===== src/rtl/alu_arb_pkg.sv =====
// Shared types and constants for the nibble-serial ALU arbiter.
//   ArbState : arbiter FSM encoding, also exported on the debug port
//   AluJob   : operand bundle captured from the winning requester
//   NIB_*    : loop_nibbles_number encodings understood by the ALU
package alu_arb_pkg;

  typedef enum logic [2:0] {
    IDLE     = 3'd0,
    LAUNCH   = 3'd1,
    RUN      = 3'd2,
    COMPLETE = 3'd3,
    ERR      = 3'd4
  } ArbState;

  // Operand width of the ALU datapath; the arbiter WIDTH must match it.
  localparam int unsigned ALU_W = 32;

  typedef struct packed {
    logic [ALU_W-1:0] w1;
    logic [ALU_W-1:0] w2;
    logic [ALU_W-1:0] preinit;
    logic [2:0]       nibbles;
    logic             neg;
  } AluJob;

  localparam logic [2:0] NIB_INCREMENT = 3'd0;
  localparam logic [2:0] NIB_8         = 3'd1;
  localparam logic [2:0] NIB_12        = 3'd2;
  localparam logic [2:0] NIB_16        = 3'd3;
  localparam logic [2:0] NIB_24        = 3'd5;
  localparam logic [2:0] NIB_32        = 3'd7;

endpackage


===== src/rtl/nibble_alu_arbiter_rr_picker.sv =====
// Combinational round-robin picker.
//   req        : request vector
//   last_owner : index of the most recently served requester
//   owner      : index of the winner (valid when any=1)
//   owner_oh   : one-hot winner
//   any        : at least one request is pending
// The scan starts at last_owner+1 and wraps, so the previous owner has the
// lowest priority.
module rr_picker #(
  parameter int N_REQ = 2,
  parameter int IDX_W = $clog2(N_REQ)
) (
  input  logic [N_REQ-1:0] req,
  input  logic [IDX_W-1:0] last_owner,
  output logic [IDX_W-1:0] owner,
  output logic [N_REQ-1:0] owner_oh,
  output logic             any
);

  logic [IDX_W:0]   sum;
  logic [IDX_W-1:0] cand;

  always_comb begin
    owner    = '0;
    owner_oh = '0;
    any      = 1'b0;
    sum      = '0;
    cand     = '0;
    for (int i = 1; i <= N_REQ; i++) begin
      // modulo N_REQ without a divider: sum never reaches 2*N_REQ
      sum = {1'b0, last_owner} + (IDX_W+1)'(i);
      if (sum >= (IDX_W+1)'(N_REQ)) begin
        sum = sum - (IDX_W+1)'(N_REQ);
      end
      cand = sum[IDX_W-1:0];
      if (!any && req[cand]) begin
        any            = 1'b1;
        owner          = cand;
        owner_oh[cand] = 1'b1;
      end
    end
  end

endmodule


===== src/rtl/nibble_alu_arbiter.sv =====
// Shares one nibble-serial ALU between N_REQ job sources.
//   clk, rst_n            : clock, synchronous active-low reset
//   req*                  : per-requester job request and operands
//   gnt, done, result     : one-hot grant, one-cycle done pulse, latched result
//   err                   : sticky watchdog error (ALU never dropped busy)
//   alu_*                 : registered operands / permission to the ALU,
//                           busy and result back from it
//   dbg_state             : current FSM state
// Handshake: a requester raises req[i] with stable operands and holds it until
// done[i]; operands are captured when the job is picked in IDLE and frozen
// until COMPLETE, so later changes to req_* or dropping req do not affect the
// running job. result is valid in the done cycle and held until the next one.
module nibble_alu_arbiter
  import alu_arb_pkg::*;
#(
  parameter int N_REQ   = 2,
  parameter int WIDTH   = 32,
  parameter int TIMEOUT = 16
) (
  input  logic                         clk,
  input  logic                         rst_n,
  input  logic [N_REQ-1:0]             req,
  input  logic [N_REQ-1:0][WIDTH-1:0]  req_w1,
  input  logic [N_REQ-1:0][WIDTH-1:0]  req_w2,
  input  logic [N_REQ-1:0][WIDTH-1:0]  req_preinit,
  input  logic [N_REQ-1:0][2:0]        req_nibbles,
  input  logic [N_REQ-1:0]             req_neg,
  output logic [N_REQ-1:0]             gnt,
  output logic [N_REQ-1:0]             done,
  output logic [WIDTH-1:0]             result,
  output logic                         err,
  output logic                         alu_perm_to_count,
  output logic [WIDTH-1:0]             alu_w1,
  output logic [WIDTH-1:0]             alu_w2,
  output logic [WIDTH-1:0]             alu_preinit_result,
  output logic [2:0]                   loop_nibbles_number,
  output logic                         word2_is_signed_and_negative,
  input  logic                         alu_busy,
  input  logic [WIDTH-1:0]             alu_result,
  output ArbState                      dbg_state
);

  localparam int IDX_W = $clog2(N_REQ);
  localparam int WD_W  = $clog2(TIMEOUT + 1);
  localparam logic [WD_W-1:0]  WD_MAX     = WD_W'(TIMEOUT);
  localparam logic [IDX_W-1:0] LAST_RESET = IDX_W'(N_REQ - 1);

  ArbState          state_q, state_d;
  logic [IDX_W-1:0] owner_q, owner_d;
  logic [IDX_W-1:0] last_owner_q, last_owner_d;
  logic [N_REQ-1:0] gnt_q, gnt_d;
  logic [N_REQ-1:0] done_q, done_d;
  logic [WIDTH-1:0] result_q, result_d;
  logic             err_q, err_d;
  logic             perm_q, perm_d;
  AluJob            job_q, job_d;
  logic [WD_W-1:0]  wdog_q, wdog_d;

  logic [IDX_W-1:0] pick_owner;
  logic [N_REQ-1:0] pick_oh;
  logic             pick_any;

  rr_picker #(
    .N_REQ (N_REQ),
    .IDX_W (IDX_W)
  ) u_picker (
    .req        (req),
    .last_owner (last_owner_q),
    .owner      (pick_owner),
    .owner_oh   (pick_oh),
    .any        (pick_any)
  );

  always_comb begin
    state_d      = state_q;
    owner_d      = owner_q;
    last_owner_d = last_owner_q;
    gnt_d        = gnt_q;
    done_d       = '0;
    result_d     = result_q;
    err_d        = err_q;
    perm_d       = perm_q;
    job_d        = job_q;
    wdog_d       = wdog_q;
    case (state_q)
      IDLE: begin
        if (pick_any) begin
          owner_d       = pick_owner;
          job_d.w1      = req_w1[pick_owner];
          job_d.w2      = req_w2[pick_owner];
          job_d.preinit = req_preinit[pick_owner];
          job_d.nibbles = req_nibbles[pick_owner];
          job_d.neg     = req_neg[pick_owner];
          // grant and permission are visible from the LAUNCH cycle on
          gnt_d         = pick_oh;
          perm_d        = 1'b1;
          state_d       = LAUNCH;
        end
      end
      LAUNCH: begin
        wdog_d  = '0;
        state_d = RUN;
      end
      RUN: begin
        if (!alu_busy) begin
          result_d = alu_result;
          perm_d   = 1'b0;
          done_d   = gnt_q;
          state_d  = COMPLETE;
        end else if (wdog_q == WD_MAX) begin
          perm_d  = 1'b0;
          gnt_d   = '0;
          err_d   = 1'b1;
          state_d = ERR;
        end else begin
          wdog_d = wdog_q + 1'b1;
        end
      end
      COMPLETE: begin
        gnt_d        = '0;
        last_owner_d = owner_q;
        state_d      = IDLE;
      end
      ERR: begin
        // terminal until reset; requests are ignored
        state_d = ERR;
      end
      default: begin
        gnt_d   = '0;
        perm_d  = 1'b0;
        state_d = IDLE;
      end
    endcase
  end

  always_ff @(posedge clk) begin
    if (!rst_n) begin
      state_q      <= IDLE;
      owner_q      <= '0;
      last_owner_q <= LAST_RESET;
      gnt_q        <= '0;
      done_q       <= '0;
      result_q     <= '0;
      err_q        <= 1'b0;
      perm_q       <= 1'b0;
      job_q        <= '0;
      wdog_q       <= '0;
    end else begin
      state_q      <= state_d;
      owner_q      <= owner_d;
      last_owner_q <= last_owner_d;
      gnt_q        <= gnt_d;
      done_q       <= done_d;
      result_q     <= result_d;
      err_q        <= err_d;
      perm_q       <= perm_d;
      job_q        <= job_d;
      wdog_q       <= wdog_d;
    end
  end

  assign gnt                          = gnt_q;
  assign done                         = done_q;
  assign result                       = result_q;
  assign err                          = err_q;
  assign alu_perm_to_count            = perm_q;
  assign alu_w1                       = job_q.w1;
  assign alu_w2                       = job_q.w2;
  assign alu_preinit_result           = job_q.preinit;
  assign loop_nibbles_number          = job_q.nibbles;
  assign word2_is_signed_and_negative = job_q.neg;
  assign dbg_state                    = state_q;

endmodule


===== config.mk =====
export PLATFORM = sky130hd
export DESIGN_NAME = nibble_alu_arbiter
export DESIGN_NICKNAME = d
export VERILOG_FILES = /design/src/rtl/alu_arb_pkg.sv /design/src/rtl/nibble_alu_arbiter_rr_picker.sv /design/src/rtl/nibble_alu_arbiter.sv
export SDC_FILE = /design/constraint.sdc
export NUM_CORES = 1
export LEC_CHECK = 0
export CORE_MARGIN = 5
export CORE_UTILIZATION = 29
export CTS_CLUSTER_DIAMETER = 50
export CTS_CLUSTER_SIZE = 30
export DETAILED_ROUTE_END_ITERATION = 6
export PLACE_DENSITY = 0.66
export SLEW_MARGIN = 10
export SYNTH_ARGS = -nofsm -noshare
export SYNTH_HDL_FRONTEND = slang
export SYNTH_SLANG_ARGS = --single-unit

===== constraint.sdc =====
create_clock -name clk -period 1.34 [get_ports clk]
set_input_delay 0.134 -clock clk [delete_from_list [all_inputs] [get_ports clk]]
set_output_delay 0.134 -clock clk [all_outputs]
set_load 0.005 [all_outputs]

* Word level (Yosys, flattened, before mapping) *
Cells that the tools add are included.

cells by class
  bitwise operators = 6
  mux-type cells = 41
  eq/ne operators = 10
  reduce and logical (&&, ||, !) cells = 16
  magnitude comparators = 7
  add/sub/neg operators = 5

operators by type and width
  operator             number
  $mux 32              6
  $mux 1               17
  $mux 3               5
  $pmux 3 s4           1
  $mux 2               5
  $mux 5               2
  $pmux 5 s2           1
  $reduce_and 3->1     3
  $ne 2x2->1 const B   4
  $eq 3x2->1 const B   2
  $lt 1x2->1 const B   3
  $pmux 2 s3           1
  $reduce_and 2->1     3
  $reduce_or 3->1      2
  $add 5x1->5 const B  1
  $eq 5x5->1 const B   1
  $not 1->1            5
  $ge 2x2->1 const B   2
  $reduce_and 4->1     1
  $eq 3x1->1 const B   1
  $eq 3x3->1 const B   1
  $logic_and 1x1->1    3
  $logic_not 3->1      1
  $ne 3x3->1 const B   1
  10 further kinds     13

word-level totals
  logic and storage cells = 99
  input port bits = 237
  bits in registers = 148
  output and inout bits = 141

* Depth between registers and ports, before layout *
  depth in word-level cells = 12
  gate-level depth with buffers = 8
  depth with buffers taken out = 6

* Hierarchy *
From an unflattened synthesis, not the netlist that was laid out.

second synthesis, totals
  cell total of the unflattened synthesis = 683
  area, all modules = 6680.2 um^2

modules (own cells, without submodules)
  module              instances  cells an instance  area each (um^2)
  nibble_alu_arbiter  1          678                6647.6
  rr_picker           1          5                  32.5

* Worst setup path after synthesis *
OpenSTA, ideal clock, no wires.

  kind = register -> register
  start = register state_q[0], in the netlist dbg_state[0]
  end = register job_q, in the netlist alu_preinit_result[0]
  path slack = -165 ps
  arrival time = 1359 ps
  buffers on the path = 4
  stages on the path, launching flop included = 8
  cells stage by stage = dfxtp_1 buf_6 nor3_4 nor2b_1 buf_2 buf_2 buf_4 a211oi_2

on the way
  cells in the longest elaborated chain, start to end = 2

ends and longest elaborated chain
  what                        line                       source
  from (decl)                 nibble_alu_arbiter.sv:48   ArbState state_q, state_d;
  from (signal assigned)      nibble_alu_arbiter.sv:149  state_q <= state_d;
  $logic_not 3->1             nibble_alu_arbiter.sv:85   case (state_q)
  $reduce_and 2->1 (no line)  n/a
  to (signal assigned)        nibble_alu_arbiter.sv:157  job_q <= job_d;
  to (decl)                   nibble_alu_arbiter.sv:56   AluJob job_q, job_d;

No other way between the ends.
A chain may end at the register's enable or synchronous reset.

* Final worst setup path *
  start = register state_q[1], in the netlist dbg_state[1]
  end = register job_q, in the netlist alu_w1[6]

The elaborated chain is that of the path after synthesis.

==> impl_metrics.csv <==
group,metric,value,unit
power_and_ir_drop,ir_drop,0.000719,V
run_status,violations,"setup timing",
placed_design,io_buffers,377,
critical_path,rr_endpoint,"alu_w1[6]$_SDFFE_PN0P_",
timing,rsz0062_at_grt,"yes",
die,rows,55,
timing,fin_ws,-200,ps
detailed_routing,wire_per_inst,19.5,um
grt,grt_max_degree,33,
clock_tree,cts-root-buf,"clkbuf_16",
critical_path,crit_chain,"buf_6 -> nor3_4 -> nor2b_4 -> buf_12 -> buf_12 -> buf_8 -> clkbuf_16 -> a211oi_1",
critical_path,cpMostUsedCell,"buf_12",
timing,hold_violations,0,
critical_path,path_delay_family,"buffers and inverters",
timing,min_period_over_period,115,%
logic_synthesis,synth_flop_cell,"dfxtp_1",
layout,fin_area,0.0138,sq mm
grt,use_met3,6.20,%
critical_path,r2r_slack,-200,ps
logic_synthesis,mappedNetlistNets,922,
detailed_routing,vias,7002,
detailed_routing,drc,0,
logic_synthesis,synth.distinct_cells,42,
grt,grt_pass1_wl,39200,um
placed_design,dpl.hpwl,18900,um
clock_tree,clk_latency,420,ps
clock_tree,numCtsBuffers,17,
timing,finalClockSkew,11.9,ps
power_and_ir_drop,p_leak,5.68,nW
critical_path,required,1640,ps
grt,antenna_found_initial,0,
layout,antenna_cells,0,
detailed_routing,drt_iter0_drc,293,
critical_path,ff2ff_path_depth,8,
logic_synthesis,netlist_area,0.00674,sq mm
die,ios,378,
placed_design,post_dp_cell_area,0.0114,sq mm
timing,min_period,1540,ps
logic_synthesis,synthArstFlopShare,0,%
die,core_area,0.0228,sq mm
hold_path,whs_path_depth,3,
logic_synthesis,syn_area_per_cell,9.87,sq um
logic_synthesis,yosysWarnings,0,
timing,maxSlewHeadroom,79.8,%
layout,layout_commonest_cell,"clkdlybuf4s50_1",
critical_path,slowest_delay,330,ps
timing,tightest_slew,295,ps
hold_path,hp-class,"in2reg",
critical_path,crit-reg2reg-launch,"dbg_state[1]$_SDFFE_PN0P_",
logic_synthesis,synth_edf_count,0,
critical_path,worst-path-max-fanout,6,
run,cap_violations,0,
critical_path,critPathBufInv,5,
detailed_routing,routed_via_density,4.68,
layout,final_cell_mix,"236 x clkdlybuf4s50_1, 138 x dlygate4sd2_1, 136 x dfxtp_1",
timing,setup_viol,117,
placed_design,preCtsSetupSlack,-514,ps
critical_path,crit_arrival,1840,ps
layout,syn2layout_area_growth,104,%
critical_path,cp_slowest_cell,"dfxtp_2",
critical_path,cp.depth,8,
clock_tree,clk_pin_slew,70,ps
power_and_ir_drop,power-per-cell-area,1080,mW/mm^2
layout,fin_nets,1409,
grt,grt_pass1_vias,6856,
die,die_h,162,um
hold_path,min_to,"result[10]$_SDFFE_PN0N_",
hold_path,min_from,"alu_result[10]",
grt,use_met1,21.8,%
logic_synthesis,synth-seq-area-share,43.9,%
placed_design,place_congestion,0.798,
detailed_routing,ant_nets,0,
run_status,status,"finished with violations",
detailed_routing,routed_wirelength,29200,um
layout,drive_gt1_share,34.1,%
clock_tree,cts_tree,"built",
detailed_routing,dr.pass1.iters,4,
grt,grt_use_total,18.9,%
timing,drv_slew,0,
clock_tree,hold_buffers,0,
die,dieArea,0.0264,sq mm
grt,grt.overflow.total,0,
die,fp.dieW,162,um
logic_synthesis,ys_ff_latch,148,
clock_tree,cts_buffer_depth,2,
timing,fmax,649,MHz
grt,met2_usage,33.8,%
grt,busiest_layer,"met2",
clock_tree,cts-htree-levels,4,
die,start_util,29.6,%
critical_path,crit_type,"reg2reg",
logic_synthesis,synth_cells,683,
critical_path,start_kind,"register",
critical_path,cp-end-kind,"register",
clock_tree,cts.sinks,148,
worst min-delay path, stage by stage:
cell and delay, ps:
clkdlybuf4s50_1 390, nand2_1 50, a21oi_1 50
synth_stat cells, types with 2 or more instances:
cell type / n / area share [%]
mux2i_1: 100 / 15
dfxtp_1: 148 / 44
buf_4: 9 / 1.0
ha_1: 2 / 0.37
a211oi_2: 78 / 14
inv_1: 4 / 0.22
nand2_1: 68 / 3.8
o21ai_0: 6 / 0.45
o211a_1: 2 / 0.30
nor3_1: 3 / 0.22
clkbuf_1: 23 / 1.3
a31oi_1: 3 / 0.28
a311oi_1: 2 / 0.26
nor2_1: 105 / 5.8
buf_2: 19 / 1.4
nand3_1: 4 / 0.30
nor2b_1: 5 / 0.46
a21oi_1: 42 / 3.1
nand2b_1: 4 / 0.37
and3_1: 3 / 0.28
buf_6: 10 / 1.7
and2_1: 2 / 0.19
a211oi_1: 22 / 2.4
worst max-delay path by stage:
stage	startpoint	to	slack, ps
floorplan	dbg_state[0]$_SDFFE_PN0P_	alu_w2[16]$_SDFFE_PN0P_	-80
CTS	dbg_state[1]$_SDFFE_PN0P_	alu_w1[11]$_SDFFE_PN0P_	-200
global route	dbg_state[1]$_SDFFE_PN0P_	alu_w2[11]$_SDFFE_PN0P_	-290
finish	dbg_state[1]$_SDFFE_PN0P_	alu_w1[6]$_SDFFE_PN0P_	-200
global placement	req[0]	alu_w2[26]$_SDFFE_PN0P_	-510
detailed placement	req[0]	alu_w2[26]$_SDFFE_PN0P_	-510
kinds of logic after synthesis:
kind of cell,synth area share (%)
xor+xnor,0.130
flops,43.9
simple gates,12.9
buf+inv,5.59
fa+ha+maj,0.371
mux,14.8
compound gates,22.2
cell type report:
| class | count | area (sq um) |
|---|---|---|
| fillers | 1895 | 9010 |
| inverters | 4 | 20.0 |
| well taps | 313 | 392 |
| flip-flops and latches | 148 | 2980 |
| clock inverters | 12 | 119 |
| clock buffers | 20 | 457 |
| multi-input cells | 470 | 4010 |
| repair buffers | 529 | 5780 |
flip-flops by register name, summed over array words and instances (netlist names), 2 cells and up:
register and cells:
alu_w2 32, alu_preinit_result 32, dbg_state 3, loop_nibbles_number 3, wdog_q 5, gnt 2
done 2, result 32, alu_w1 32
layer usage:
layer	up-vias	share of wire (%)
met5	-	0
met2	242	51
met4	0	1.4
li1	3414	-
met1	3320	40
met3	26	7.3
power by group:
part | switching (mW) | internal, mW
Clock | 2.05 | 2.68
Combinational | 2.05 | 2.95
Sequential | 0.275 | 4.86
timing repair:
item,in CTS,in global routing
gates cloned,10,22
pin swaps,19,103
buffers inserted,12,38
endpoints found under the setup margin,268,147
gates resized for setup,220,155
stage by stage:
step           TNS, ps  hold WS, ps  util [%]  cells  power [mW]
2_1_floorplan    -7820          270         -    683        6.87
3_3_place_gp    -41870          441      50.0   1385        9.04
3_5_place_dp    -45200          447      50.0   1385        9.10
4_1_cts         -16830          229      54.3   1438        13.8
5_1_grt         -27140          242      60.4   1496        15.6
6_report        -16840          246      60.4   1496        14.9
No activity file was read; power rests on OpenSTA's default activity.
